--- src/rtl/uart_pkg.sv ---
// Shared UART definitions: receiver state encoding, frame/sampling constants
// and the default line rate and clock frequency used by both TX and RX.
package uart_pkg;

    typedef enum logic [2:0] {
        IDLE,
        START,
        DATA,
        PARITY,
        STOP
    } rx_state_e;

    localparam int unsigned DATA_BITS        = 8;
    localparam int unsigned OVERSAMPLE       = 16;
    localparam int unsigned MID_SAMPLE       = 7;
    localparam int unsigned LAST_SAMPLE      = 15;

    localparam int unsigned DEFAULT_BAUDRATE = 9600;
    localparam int unsigned DEFAULT_FREQ     = 50000000;

endpackage

--- src/rtl/tick_gen.sv ---
// Free-running divider: tick_o is high for one clk every DIV clk cycles.
module tick_gen #(
    parameter int unsigned DIV = 325
) (
    input  logic clk_i,
    input  logic rst_i,
    output logic tick_o
);

    localparam int unsigned   CW   = (DIV > 1) ? $clog2(DIV) : 1;
    localparam logic [CW-1:0] LAST = CW'(DIV - 1);

    logic [CW-1:0] cnt_q;

    always_ff @(posedge clk_i or posedge rst_i) begin
        if (rst_i) begin
            cnt_q <= '0;
        end else if (cnt_q == LAST) begin
            cnt_q <= '0;
        end else begin
            cnt_q <= cnt_q + CW'(1);
        end
    end

    assign tick_o = (cnt_q == LAST);

endmodule

--- src/rtl/uart_rx.sv ---
// 8N1 UART receiver with 16x oversampling, mid-bit start validation and
// centre sampling. Define UART_RX_PARITY_EN for 8E1 frames and parity_err.
module uart_rx
    import uart_pkg::*;
#(
    parameter int unsigned baudrate   = DEFAULT_BAUDRATE,
    parameter int unsigned freq       = DEFAULT_FREQ,
    parameter int unsigned OVERSAMPLE = uart_pkg::OVERSAMPLE
) (
    input  logic       clk,
    input  logic       reset,
    input  logic       Serial_in,
    output logic [7:0] RX_data,
    output logic       rx_valid,
    output logic       frame_err,
`ifdef UART_RX_PARITY_EN
    output logic       parity_err,
`endif
    output logic       rx_busy
);

    localparam int unsigned DIV = freq / (baudrate * OVERSAMPLE);

    logic                 tick;
    logic [2:0]           sync_q;
    logic [1:0]           fill_q;
    logic                 seen_high_q;
    logic                 line;
    logic                 fall;

    rx_state_e            state_q;
    logic [3:0]           stick_q;
    logic [2:0]           bcnt_q;
    logic [DATA_BITS-1:0] shift_q;
    logic [7:0]           data_q;
    logic                 valid_q;
    logic                 ferr_q;
    logic                 busy_q;
`ifdef UART_RX_PARITY_EN
    logic                 par_q;
    logic                 perr_q;
`endif

    tick_gen #(
        .DIV(DIV)
    ) u_tick (
        .clk_i (clk),
        .rst_i (reset),
        .tick_o(tick)
    );

    // sync_q[1] is the synchronised line, sync_q[2] its previous value.
    // fill_q marks when sync_q[1] holds a real sample rather than its reset
    // value, so a line held low out of reset cannot fake a falling edge.
    always_ff @(posedge clk or posedge reset) begin
        if (reset) begin
            sync_q      <= '1;
            fill_q      <= '0;
            seen_high_q <= 1'b0;
        end else begin
            sync_q <= {sync_q[1:0], Serial_in};
            fill_q <= {fill_q[0], 1'b1};
            if (fill_q[1] && sync_q[1]) begin
                seen_high_q <= 1'b1;
            end
        end
    end

    assign line = sync_q[1];
    assign fall = seen_high_q & sync_q[2] & ~sync_q[1];

    always_ff @(posedge clk or posedge reset) begin
        if (reset) begin
            state_q <= IDLE;
            stick_q <= '0;
            bcnt_q  <= '0;
            shift_q <= '0;
            data_q  <= '0;
            valid_q <= 1'b0;
            ferr_q  <= 1'b0;
            busy_q  <= 1'b0;
`ifdef UART_RX_PARITY_EN
            par_q   <= 1'b0;
            perr_q  <= 1'b0;
`endif
        end else begin
            valid_q <= 1'b0;
            ferr_q  <= 1'b0;
`ifdef UART_RX_PARITY_EN
            perr_q  <= 1'b0;
`endif
            case (state_q)
                IDLE: begin
                    if (fall) begin
                        stick_q <= '0;
                        state_q <= START;
                        busy_q  <= 1'b1;
                    end
                end
                START: begin
                    if (tick) begin
                        if (stick_q == 4'(MID_SAMPLE)) begin
                            if (!line) begin
                                stick_q <= '0;
                                bcnt_q  <= '0;
                                state_q <= DATA;
                            end else begin
                                state_q <= IDLE;
                                busy_q  <= 1'b0;
                            end
                        end else begin
                            stick_q <= stick_q + 4'd1;
                        end
                    end
                end
                DATA: begin
                    if (tick) begin
                        stick_q <= stick_q + 4'd1;
                        if (stick_q == 4'(LAST_SAMPLE)) begin
                            shift_q <= {line, shift_q[DATA_BITS-1:1]};
                            bcnt_q  <= bcnt_q + 3'd1;
                            if (bcnt_q == 3'(DATA_BITS - 1)) begin
`ifdef UART_RX_PARITY_EN
                                state_q <= PARITY;
`else
                                state_q <= STOP;
`endif
                            end
                        end
                    end
                end
`ifdef UART_RX_PARITY_EN
                PARITY: begin
                    if (tick) begin
                        stick_q <= stick_q + 4'd1;
                        if (stick_q == 4'(LAST_SAMPLE)) begin
                            par_q   <= line;
                            state_q <= STOP;
                        end
                    end
                end
`endif
                // Returning to IDLE at mid-stop leaves half a bit to catch the
                // next start edge when frames are sent back-to-back.
                STOP: begin
                    if (tick) begin
                        stick_q <= stick_q + 4'd1;
                        if (stick_q == 4'(LAST_SAMPLE)) begin
                            if (line) begin
                                data_q  <= shift_q;
                                valid_q <= 1'b1;
                            end else begin
                                ferr_q  <= 1'b1;
                            end
`ifdef UART_RX_PARITY_EN
                            perr_q  <= ^{shift_q, par_q};
`endif
                            state_q <= IDLE;
                            busy_q  <= 1'b0;
                        end
                    end
                end
                default: begin
                    state_q <= IDLE;
                    busy_q  <= 1'b0;
                end
            endcase
        end
    end

    assign RX_data   = data_q;
    assign rx_valid  = valid_q;
    assign frame_err = ferr_q;
    assign rx_busy   = busy_q;
`ifdef UART_RX_PARITY_EN
    assign parity_err = perr_q;
`endif

endmodule

--- config.mk ---
export PLATFORM = sky130hd
export DESIGN_NAME = uart_rx
export DESIGN_NICKNAME = d
export VERILOG_FILES = /design/src/rtl/uart_pkg.sv /design/src/rtl/tick_gen.sv /design/src/rtl/uart_rx.sv
export SDC_FILE = /design/constraint.sdc
export NUM_CORES = 1
export LEC_CHECK = 0
export ABC_AREA = 1
export CAP_MARGIN = 40
export CORE_UTILIZATION = 55
export DETAILED_ROUTE_END_ITERATION = 8
export DONT_BUFFER_PORTS = 1
export PLACE_DENSITY = 0.71
export SLEW_MARGIN = 20
export SYNTH_ARGS = -nofsm -noshare
export SYNTH_HDL_FRONTEND = slang
export SYNTH_HIERARCHICAL = 1
export SYNTH_SLANG_ARGS = --single-unit
--- constraint.sdc ---
create_clock -name clk -period 1.7 [get_ports clk]
set_clock_uncertainty 0.05 [all_clocks]
set_input_delay 0.17 -clock clk [delete_from_list [all_inputs] [get_ports clk]]
set_output_delay 0.17 -clock clk [all_outputs]
set_load 0.1 [all_outputs]
# Word level (Yosys, flattened, before mapping)
# Index checks and enable logic that the tools add are counted.
# op_classes
addsub,3
eq_ne,19
n_mux,38
bitwise,4
n_reduce_logical,11
# op_table
op,n
3-bit two-way mux,13
4-bit two-way mux,5
2-bit inequality test (second input constant),10
1-bit two-way mux,14
3-bit case mux with 4 select lines,1
4-bit case mux with 3 select lines,1
9-bit by 1-bit adder with 9-bit output (second input constant),1
9-bit equality test (second input constant),1
9-bit two-way mux,1
8-bit AND reduction,1
7-bit AND reduction,1
3-bit equality test (second input constant),2
3-bit case mux with 2 select lines,1
6-bit AND reduction,1
5-bit AND reduction,1
4-bit by 1-bit adder with 4-bit output (second input constant),1
4-bit by 3-bit equality test with 1-bit output (second input constant),1
4-bit equality test (second input constant),1
1-bit case mux with 4 select lines,1
4-bit AND reduction,1
3-bit by 1-bit adder with 3-bit output (second input constant),1
3-bit by 1-bit equality test with 1-bit output (second input constant),1
3-bit by 2-bit equality test with 1-bit output (second input constant),1
3-bit zero test,1
other kinds (10),12
# totals
register_bits,44
input_bits,3
output_inout_bits,11
word_cells,87

# Depth between registers and ports, before layout
# Gate-level depths: netlist (run 1).
# logic_depth
ltp_word,5
ltp_mapped,13
ltp_nobuf,13

# Modules after synthesis
# Netlist (run 1), hierarchy kept.
# modules_own_cells
mod,instances,cells_each,area_per_inst_um2,seq_area_each_um2
uart_rx,1,206,1716.6,879.6
tick_gen,1,66,486.7,225.2

# Worst setup path before layout (run 1)
# Ideal clock, no wire load.
# synth_path
kind,register to register
startpoint,register u_tick.cnt_q[0]
endpoint,"register data_q[1], in the netlist RX_data[1]"
setup_time_ns,0.122
t_arrival_ns,1.595
required_ns,1.528
setup_slack_ns,-0.067
stages_incl_launch_ff,13
n_path_buf,1
period_less_slack_ns,1.767
cell_sequence,dfrtp_1 > inv_1 > ha_1 > nand2_1 > nor2_1 > nand2_2 > inv_2 > nand2_1 > nor2_4 > nand3_4 > buf_6 > nand2_1 > o21ai_2
# synth_via
elab_chain_cells,2
# synth_rtl
element,line_no,text
"start, declared",tick_gen.sv:13,logic [CW-1:0] cnt_q;
"start signal, assigned",tick_gen.sv:21,cnt_q <= cnt_q + CW'(1);
9-bit equality test,tick_gen.sv:25,assign tick_o = (cnt_q == LAST);
net tick,uart_rx.sv:24,logic tick;
4-bit AND reduction (no source line),--,
"end signal, assigned",uart_rx.sv:150,data_q <= shift_q;
"end, declared",uart_rx.sv:35,logic [7:0] data_q;
# The timed path passes the listed nets, and every way through them passes these cells.
# A chain may end at the register's enable or synchronous reset.

# Final worst setup path (run 1)
# layout_path
startpoint,register u_tick.cnt_q[1]
endpoint,"register data_q[3], in the netlist RX_data[3]"
# Same word-level chain as after synthesis.

==> metrics.md, run 1 <==
| Metric | Value |
|---|---|
| Worst min-delay path class | `input pin to async pin` |
| Number of buffers created by CTS | `5` |
| Post-DR vias/cell | `between 5 and 6` |
| Area growth from synthesis to layout | `27.4%` |
| Internal power of the cells | `about 1.6 mW` |
| Highest fanout seen on the critical path | `8` |
| Number of sinks handled by clock tree synthesis | `44` |
| Cell count after synthesis | `between 200 and 300` |
| Global-route wire length before repair | `~8 mm` |
| CTS H-tree lvls | `2` |
| Ant. Diodes | `0` |
| Setup repair after global routing missed its margin | `yes` |
| Total grt overflow | `0` |
| Drt initial violations | `~130` |
| Arrival time reported for the critical path endpoint | `2.01 ns` |
| Crit start category | `flop` |
| Synthesis-stage register bit count | `44` |
| Count of flip-flops with a built-in enable after synthesis | `0` |
| Prevailing post-synth register cell | `sky130_fd_sc_hd__dfrtp_1` |
| Power density of the placed cells | `roughly 750 nW/µm²` |
| Crit path time final | `~1.9 ns` |
| Most numerous cell types in the synthesized netlist | `sky130_fd_sc_hd__nand2_1 (86), sky130_fd_sc_hd__dfrtp_1 (41), sky130_fd_sc_hd__inv_1 (33), sky130_fd_sc_hd__nor2_1 (33), sky130_fd_sc_hd__nand3_1 (20)` |
| Number of maximum-capacitance constraint violations | `0` |
| Fin worst setup slack | `-0.164 ns` |
| Overall die height | `about 65 µm` |
| Portion of the post-synthesis area used by sequential elements | `~50%` |
| DRC | `0` |
| Count of boundary I/O pins | `14` |
| Maximum clock frequency | `roughly 540 MHz` |
| Most frequently used cell type in the post-synthesis netlist | `sky130_fd_sc_hd__nand2_1` |
| Slowest-stage cell, CP | `sky130_fd_sc_hd__dfrtp_1` |
| R2r worst-path depth | `12` |
| Cell mode on critical path | `sky130_fd_sc_hd__nand2_2` |
| Final net count | `between 300 and 400` |
| Violated checks | `setup timing` |
| DP Cell Count | `~350` |
| WL/cell | `between 10 and 15 µm` |
| Via count | `1925` |
| CTS tree | `built` |
| Top cells by area, synth | `sky130_fd_sc_hd__dfrtp_1 (47%), sky130_fd_sc_hd__nand2_1 (15%), sky130_fd_sc_hd__inv_1 (5.6%), sky130_fd_sc_hd__nor2_1 (5.6%), sky130_fd_sc_hd__nand3_1 (4.5%)` |
| Initial core utilization | `between 50% and 60%` |
| Number of optimization iterations in the first detailed-route pass | `6` |
| Yosys warning total | `6` |
| Buffers on Ports | `0` |
| Number of failing hold endpoints at the final stage | `0` |
| Cells traversed along the worst timing path | `inv_2 > ha_4 > nand2_4 > nor2_4 > nand2_2 > inv_2 > nand2_2 > nor2_4 > buf_12 > nand3_4 > nand2_2 > o21ai_2` |
| Row cnt | `22` |
| Endpoint of the most critical register-to-register path | `RX_data[3]` |
| Number of global-route vias before repair | `1799` |
| Share of the synthesized area in the top cell type | `between 40% and 50%` |
| Count of cell types in the netlist | `27` |
| Worst hold-check slack | `around 0.26 ns` |
| Total negative setup slack | `-2.88 ns` |
| Clock share of power | `39.1%` |
| Total die area | `4260 µm²` |
| R2r setup slk | `-0.16 ns` |
| Share of the clock period used by the worst path after layout | `110%` |
| Required time worst endpoint | `1.85 ns` |
| Largest net degree at the start of global routing | `36` |
| Count of nets left with antenna violations after detail routing | `0` |
| Logic gate share of total power | `between 8 and 9%` |
| Cell area after synthesis | `approximately 2200 µm²` |
| Result of the run | `finished with violations` |
| Nets in the synthesized netlist | `280` |
| Global-route usage over all layers | `around a quarter` |
| FF-to-FF Start | `u_tick/cnt_q[1]` |
| Final max-slew violation count | `0` |
| Final instance count without filler cells | `368` |
| Clock root buffer master | `sky130_fd_sc_hd__clkbuf_8` |
| Cell type contributing the most total cell area after synthesis | `sky130_fd_sc_hd__dfrtp_1` |
| Initial antenna violation count | `0` |
| Share of final-layout standard cells stronger than drive strength 1 | `30.9%` |
| Syn_area_per_cell | `roughly 8.1 µm²` |
| Crit path capture type | `flop` |
| Worst vdd ir | `between 0.0007 and 0.0008 V` |
| LEAKAGE | `~1.5 nW` |
| Clk pin slew, worst setup/hold paths | `roughly 0.090 ns` |
| Total wirelength of the detailed-routed design | `between 5 and 6 mm` |
| Final setup violation count | `28` |
| Switch Pwr | `between 0.5 and 0.6 mW` |
| Final HPWL from detailed placement | `roughly 3.0 mm` |
| Insertion delay to the later sink of the worst-skew pair | `approximately 0.30 ns` |
| Core Box Area | `approximately 3700 µm²` |
| Die W | `between 60 and 70 µm` |
| Sequential fraction of design power | `a little over half` |
| Critical path class | `flop to flop` |
| Number of buffers on the longest clock path | `2` |
| Weighted congestion at the end of routability-driven global placement | `0.935` |
| Peak per-stage delay on the critical path | `a little over 0.4 ns` |
| Async set or reset register ratio after synthesis | `100%` |
| Switching Fraction | `approximately 26%` |
==> worst max-delay path: cells and delay by family, from the launching register on <==
family | cells | cell delay (ns)
flip-flops | 1 | 0.41
adder cells (fa/ha/maj) | 1 | 0.14
AND/OR/NAND/NOR | 7 | 0.78
buffers and inverters | 3 | 0.30
AO/OA/AOI/OAI | 1 | 0.06
==> cell families (layout without fill, tap and decap cells) <==
kind of cell	Yosys count	in the layout	share of synthesized area (%)
flip-flops	44	44	50.1
buffers and inverters	40	85	7.50
XOR/XNOR	4	4	1.59
adder cells (fa/ha/maj)	5	5	2.84
AO/OA/AOI/OAI	23	23	6.64
AND/OR/NAND/NOR	155	158	31.1
other	1	1	0.170
==> routing by layer <==
layer  up-vias  global-route usage [%]  share of wire (%)
met5         -                       0                  0
met4         0                    9.51                2.3
met3        17                    6.08                4.6
met2        59                    41.2                 52
met1       912                    31.3                 41
li1        937                       -                  -
==> per-stage QoR <==
stage	cell area [µm²]	power, mW	util [%]	worst slack (ns)
floorplan	2230	1.26	-	-0.0171
global placement	2470	1.29	66.0	-0.0305
detailed placement	2470	1.30	66.0	-0.0978
CTS	2710	2.12	72.3	-0.0575
global route	2810	2.19	75.0	-0.259
finish	2810	2.12	75.0	-0.164
==> power groups by stage <==
stage	logic (mW)	registers [mW]	clock network, mW
floorplan	0.0845	1.17	0
global placement	0.172	1.12	0
detailed placement	0.177	1.12	0
CTS	0.182	1.10	0.835
global route	0.204	1.11	0.877
finish	0.184	1.10	0.827
==> worst max-delay path by stage <==
stage | from | to | depth (start not counted)
detailed placement | u_tick/cnt_q[0] | RX_data[4] | 11
floorplan | u_tick/cnt_q[0] | RX_data[1] | 12
global placement | u_tick/cnt_q[0] | RX_data[4] | 11
global route | u_tick/cnt_q[1] | RX_data[3] | 12
CTS | u_tick/cnt_q[1] | bcnt_q[2] | 14
finish | u_tick/cnt_q[1] | RX_data[3] | 12
==> flip-flops by register name, summed over array words and instances (netlist names), 2 cells and up <==
| register | flops |
|---|---|
| stick_q | 4 |
| fill_q | 2 |
| state_q | 3 |
| RX_data | 8 |
| u_tick/cnt_q | 9 |
| bcnt_q | 3 |
| shift_q | 8 |
| sync_q | 3 |
==> area by class of cell <==
| class | count | area (µm²) |
|---|---|---|
| flip-flops and latches | 44 | 1100 |
| fillers | 260 | 937 |
| multi-input cells | 191 | 1060 |
| clock buffers | 5 | 68.8 |
| repair buffers | 39 | 322 |
| well taps | 48 | 60.1 |
| inverters | 38 | 143 |
| clock inverters | 3 | 46.3 |
==> layout by cell type (no fill, tap or decap), types with 4 or more instances in the layout <==
master / instances
sky130_fd_sc_hd__nor2_2: 4
sky130_fd_sc_hd__dfrtp_1: 41
sky130_fd_sc_hd__inv_1: 29
sky130_fd_sc_hd__nor2_4: 5
sky130_fd_sc_hd__nand2_1: 73
sky130_fd_sc_hd__ha_1: 4
sky130_fd_sc_hd__inv_2: 9
sky130_fd_sc_hd__o21ai_1: 6
sky130_fd_sc_hd__o21ai_2: 9
sky130_fd_sc_hd__clkbuf_8: 5
sky130_fd_sc_hd__buf_4: 33
sky130_fd_sc_hd__nor2_1: 30
sky130_fd_sc_hd__nand3_1: 19
sky130_fd_sc_hd__nand2_2: 14
==> timing repair <==
item                                    CTS  global route
hold buffers                              2             0
cloned                                    1             2
endpoints found under the setup margin   28            29
pin swaps                                 9            15
buffers inserted                          5             4
resized for setup                        11            15
hold endpoints to repair                 42             0
(Power assumes the default switching activity.)
==> run 2, diff against run 1 <==
--- a/config.mk
+++ b/config.mk
@@ -11,6 +11,7 @@
 export DETAILED_ROUTE_END_ITERATION = 8
 export DONT_BUFFER_PORTS = 1
 export PLACE_DENSITY = 0.71
+export SETUP_SLACK_MARGIN = 0.2
 export SLEW_MARGIN = 20
 export SYNTH_ARGS = -nofsm -noshare
 export SYNTH_HDL_FRONTEND = slang
==> metrics.md, run 2 (same netlist as run 1, synthesis figures left out) <==
| Metric | Value |
|---|---|
| Number of buffers created by CTS | `5 (unchanged)` |
| Worst vdd ir | `0.000674 V (was 0.000794 V)` |
| Share of the clock period used by the worst path after layout | `109% (was 110%)` |
| Required time worst endpoint | `1.84 ns (was 1.85 ns)` |
| Total die area | `4260 µm² (unchanged)` |
| Register with the most flip-flops | `u_tick/cnt_q (unchanged)` |
| Global-route wire length before repair | `8.05 mm (was 7.99 mm)` |
| Weighted congestion at the end of routability-driven global placement | `0.917 (was 0.935)` |
| Initial antenna violation count | `0 (unchanged)` |
| Worst min-delay path class | `input pin to async pin (unchanged)` |
| Total grt overflow | `0 (unchanged)` |
| Most common cell after layout, fill and taps aside | `sky130_fd_sc_hd__nand2_1 (unchanged)` |
| DP Cell Count | `341 (was 346)` |
| Result of the run | `finished with violations (unchanged)` |
| Final HPWL from detailed placement | `3.02 mm (was 3.03 mm)` |
| Via count | `1820 (was 1925)` |
| Final setup violation count | `26 (was 28)` |
| R2r setup slk | `-0.16 ns (about the same)` |
| Largest net degree at the start of global routing | `36 (unchanged)` |
| Setup repair after global routing missed its margin | `yes (unchanged)` |
| Count of boundary I/O pins | `14 (unchanged)` |
| Power density of the placed cells | `755 nW/µm² (was 754 nW/µm²)` |
| Crit path capture type | `flop (unchanged)` |
| WL/cell | `13.1 µm (was 13.7 µm)` |
| Total negative setup slack | `-2.81 ns (was -2.88 ns)` |
| Cell mode on critical path | `sky130_fd_sc_hd__nand2_2 (unchanged)` |
| Fin worst setup slack | `-0.158 ns (was -0.164 ns)` |
| Cells traversed along the worst timing path | `inv_2 > ha_4 > nand2_2 > nor2_2 > nand2_2 > inv_2 > nand2_2 > nor2_4 > buf_6 > nand2_8 > clkbuf_16 > nand2_2 > o21ai_1 (was inv_2 > ha_4 > nand2_4 > nor2_4 > nand2_2 > inv_2 > nand2_2 > nor2_4 > buf_12 > nand3_4 > nand2_2 > o21ai_2)` |
| Peak per-stage delay on the critical path | `0.40 ns (was 0.41 ns)` |
| Initial core utilization | `58.9% (unchanged)` |
| Slowest-stage cell, CP | `sky130_fd_sc_hd__dfrtp_1 (unchanged)` |
| CTS tree | `built (unchanged)` |
| Row cnt | `22 (unchanged)` |
| Core Box Area | `3740 µm² (unchanged)` |
| Count of nets left with antenna violations after detail routing | `0 (unchanged)` |
| Critical path class | `flop to flop (unchanged)` |
| Buffers on Ports | `0 (unchanged)` |
| Number of buffers on the longest clock path | `2 (unchanged)` |
| Total Power | `2.12 mW (about the same)` |
| Clock root buffer master | `sky130_fd_sc_hd__clkbuf_8 (unchanged)` |
| Share of final-layout standard cells stronger than drive strength 1 | `32.4% (was 30.9%)` |
| Insertion delay to the later sink of the worst-skew pair | `0.31 ns (was 0.30 ns)` |
| Crit path time final | `1.86 ns (about the same)` |
| Ant. Diodes | `0 (unchanged)` |
| Global-route usage over all layers | `25.3% (was 24.9%)` |
| Number of sinks handled by clock tree synthesis | `44 (unchanged)` |
| Number of failing hold endpoints at the final stage | `0 (unchanged)` |
| Area growth from synthesis to layout | `27.5% (was 27.4%)` |
| Flip-flop count of the largest register after layout | `9 (unchanged)` |
| Layout filler cell count | `282 (was 260)` |
| Highest fanout seen on the critical path | `8 (unchanged)` |
| Drt initial violations | `130 (was 131)` |
| Final instance count without filler cells | `363 (was 368)` |
| Number of maximum-capacitance constraint violations | `0 (unchanged)` |
| FF-to-FF Start | `u_tick/cnt_q[0] (was u_tick/cnt_q[1])` |
| Top library cells by usage in the layout, fill and taps aside | `sky130_fd_sc_hd__nand2_1 (67), sky130_fd_sc_hd__dfrtp_1 (41), sky130_fd_sc_hd__nor2_1 (31), sky130_fd_sc_hd__buf_4 (30), sky130_fd_sc_hd__inv_1 (29) (was sky130_fd_sc_hd__nand2_1 (73), sky130_fd_sc_hd__dfrtp_1 (41), sky130_fd_sc_hd__buf_4 (33), sky130_fd_sc_hd__nor2_1 (30), sky130_fd_sc_hd__inv_1 (29))` |
| Overall die height | `65.3 µm (unchanged)` |
| Maximum clock frequency | `538 MHz (was 536 MHz)` |
| Die W | `65.3 µm (unchanged)` |
| LEAKAGE | `1.45 nW (was 1.49 nW)` |
| Final net count | `322 (was 327)` |
| Core occupancy in the finished layout | `75.1% (was 75.0%)` |
| Final max-slew violation count | `0 (unchanged)` |
| R2r worst-path depth | `13 (was 12)` |
| Violated checks | `setup timing (unchanged)` |
| Clk pin slew, worst setup/hold paths | `0.09 ns (about the same)` |
| CTS H-tree lvls | `2 (unchanged)` |
| DRC | `0 (unchanged)` |
| Endpoint of the most critical register-to-register path | `shift_q[7] (was RX_data[3])` |
| Number of global-route vias before repair | `1882 (was 1799)` |
| Arrival time reported for the critical path endpoint | `2.00 ns (was 2.01 ns)` |
| Post-DR vias/cell | `5.01 (was 5.23)` |
| Total wirelength of the detailed-routed design | `4.75 mm (was 5.03 mm)` |
| Number of optimization iterations in the first detailed-route pass | `4 (was 6)` |
| Crit start category | `flop (unchanged)` |
==> run 2: through the flow <==
| stage | worst slack [ns] | area (µm²) | hold slack, ns |
|---|---|---|---|
| floorplan | -0.0142 | 2230 | -0.0521 |
| global route | -0.244 | 2810 | 0.287 |
| finish | -0.158 | 2810 | 0.253 |
| CTS | -0.0477 | 2690 | 0.248 |
| global placement | -0.0102 | 2440 | -0.0106 |
| detailed placement | -0.0689 | 2440 | -0.00370 |
==> run 2: worst max-delay path by stage <==
stage,depth (start not counted),from,slack [ns],end
CTS,12,u_tick/cnt_q[1],-0.05,RX_data[3]
finish,13,u_tick/cnt_q[0],-0.16,shift_q[7]
global route,12,u_tick/cnt_q[1],-0.24,shift_q[3]
floorplan,12,u_tick/cnt_q[0],-0.01,RX_data[1]
detailed placement,11,u_tick/cnt_q[1],-0.07,RX_data[6]
global placement,12,u_tick/cnt_q[0],-0.01,RX_data[0]
==> run 2: timing repair <==
item / in CTS / in global routing
endpoints found under the setup margin: 29 / 29
pin swaps: 8 / 9
gates resized for setup: 18 / 16
gates cloned: 1 / 1
hold endpoints to repair: 42 / 0
buffers inserted: 5 / 5
hold buffers: 2 / 0
==> run 2: critical path: cells and delay by family, from the launching register on <==
family	cells	cell delay, ns
AND/OR/NAND/NOR	7	0.63
buffers and inverters	4	0.49
flip-flops	1	0.40
adder cells (fa/ha/maj)	1	0.12
AO/OA/AOI/OAI	1	0.05
==> run 2: power breakdown <==
part,leakage [nW],internal (mW),switching [mW]
Clock,0.0614,0.480,0.363
Sequential,0.573,1.08,0.0257
Combinational,0.818,0.0488,0.126
==> run 2: final cells by class <==
class | count | area (µm²) | share of cell area (%)
clock buffers | 6 | 82.6 | 2.94
clock inverters | 2 | 38.8 | 1.38
flip-flops and latches | 44 | 1100 | 39.3
inverters | 38 | 143 | 5.08
repair buffers | 36 | 313 | 11.1
multi-input cells | 189 | 1070 | 38.0
well taps | 48 | 60.1 | 2.14
==> run 2: metal layers <==
metal	track usage, %	wire length [µm]	part of all wire [%]
met1	29.4	2030	43
met5	0	0	0
met3	5.90	146	3.1
met4	10.3	97	2.0
met2	44.3	2470	52
==> run 3, diff against run 2 <==
--- a/config.mk
+++ b/config.mk
@@ -11,8 +11,9 @@
 export DETAILED_ROUTE_END_ITERATION = 8
 export DONT_BUFFER_PORTS = 1
 export PLACE_DENSITY = 0.71
+export RECOVER_POWER = 25
 export SETUP_SLACK_MARGIN = 0.2
-export SLEW_MARGIN = 20
+export SLEW_MARGIN = 15
 export SYNTH_ARGS = -nofsm -noshare
 export SYNTH_HDL_FRONTEND = slang
 export SYNTH_HIERARCHICAL = 1
==> results of run 3 <==
No change in the layout: final DEF, timing and power equal those of run 2.
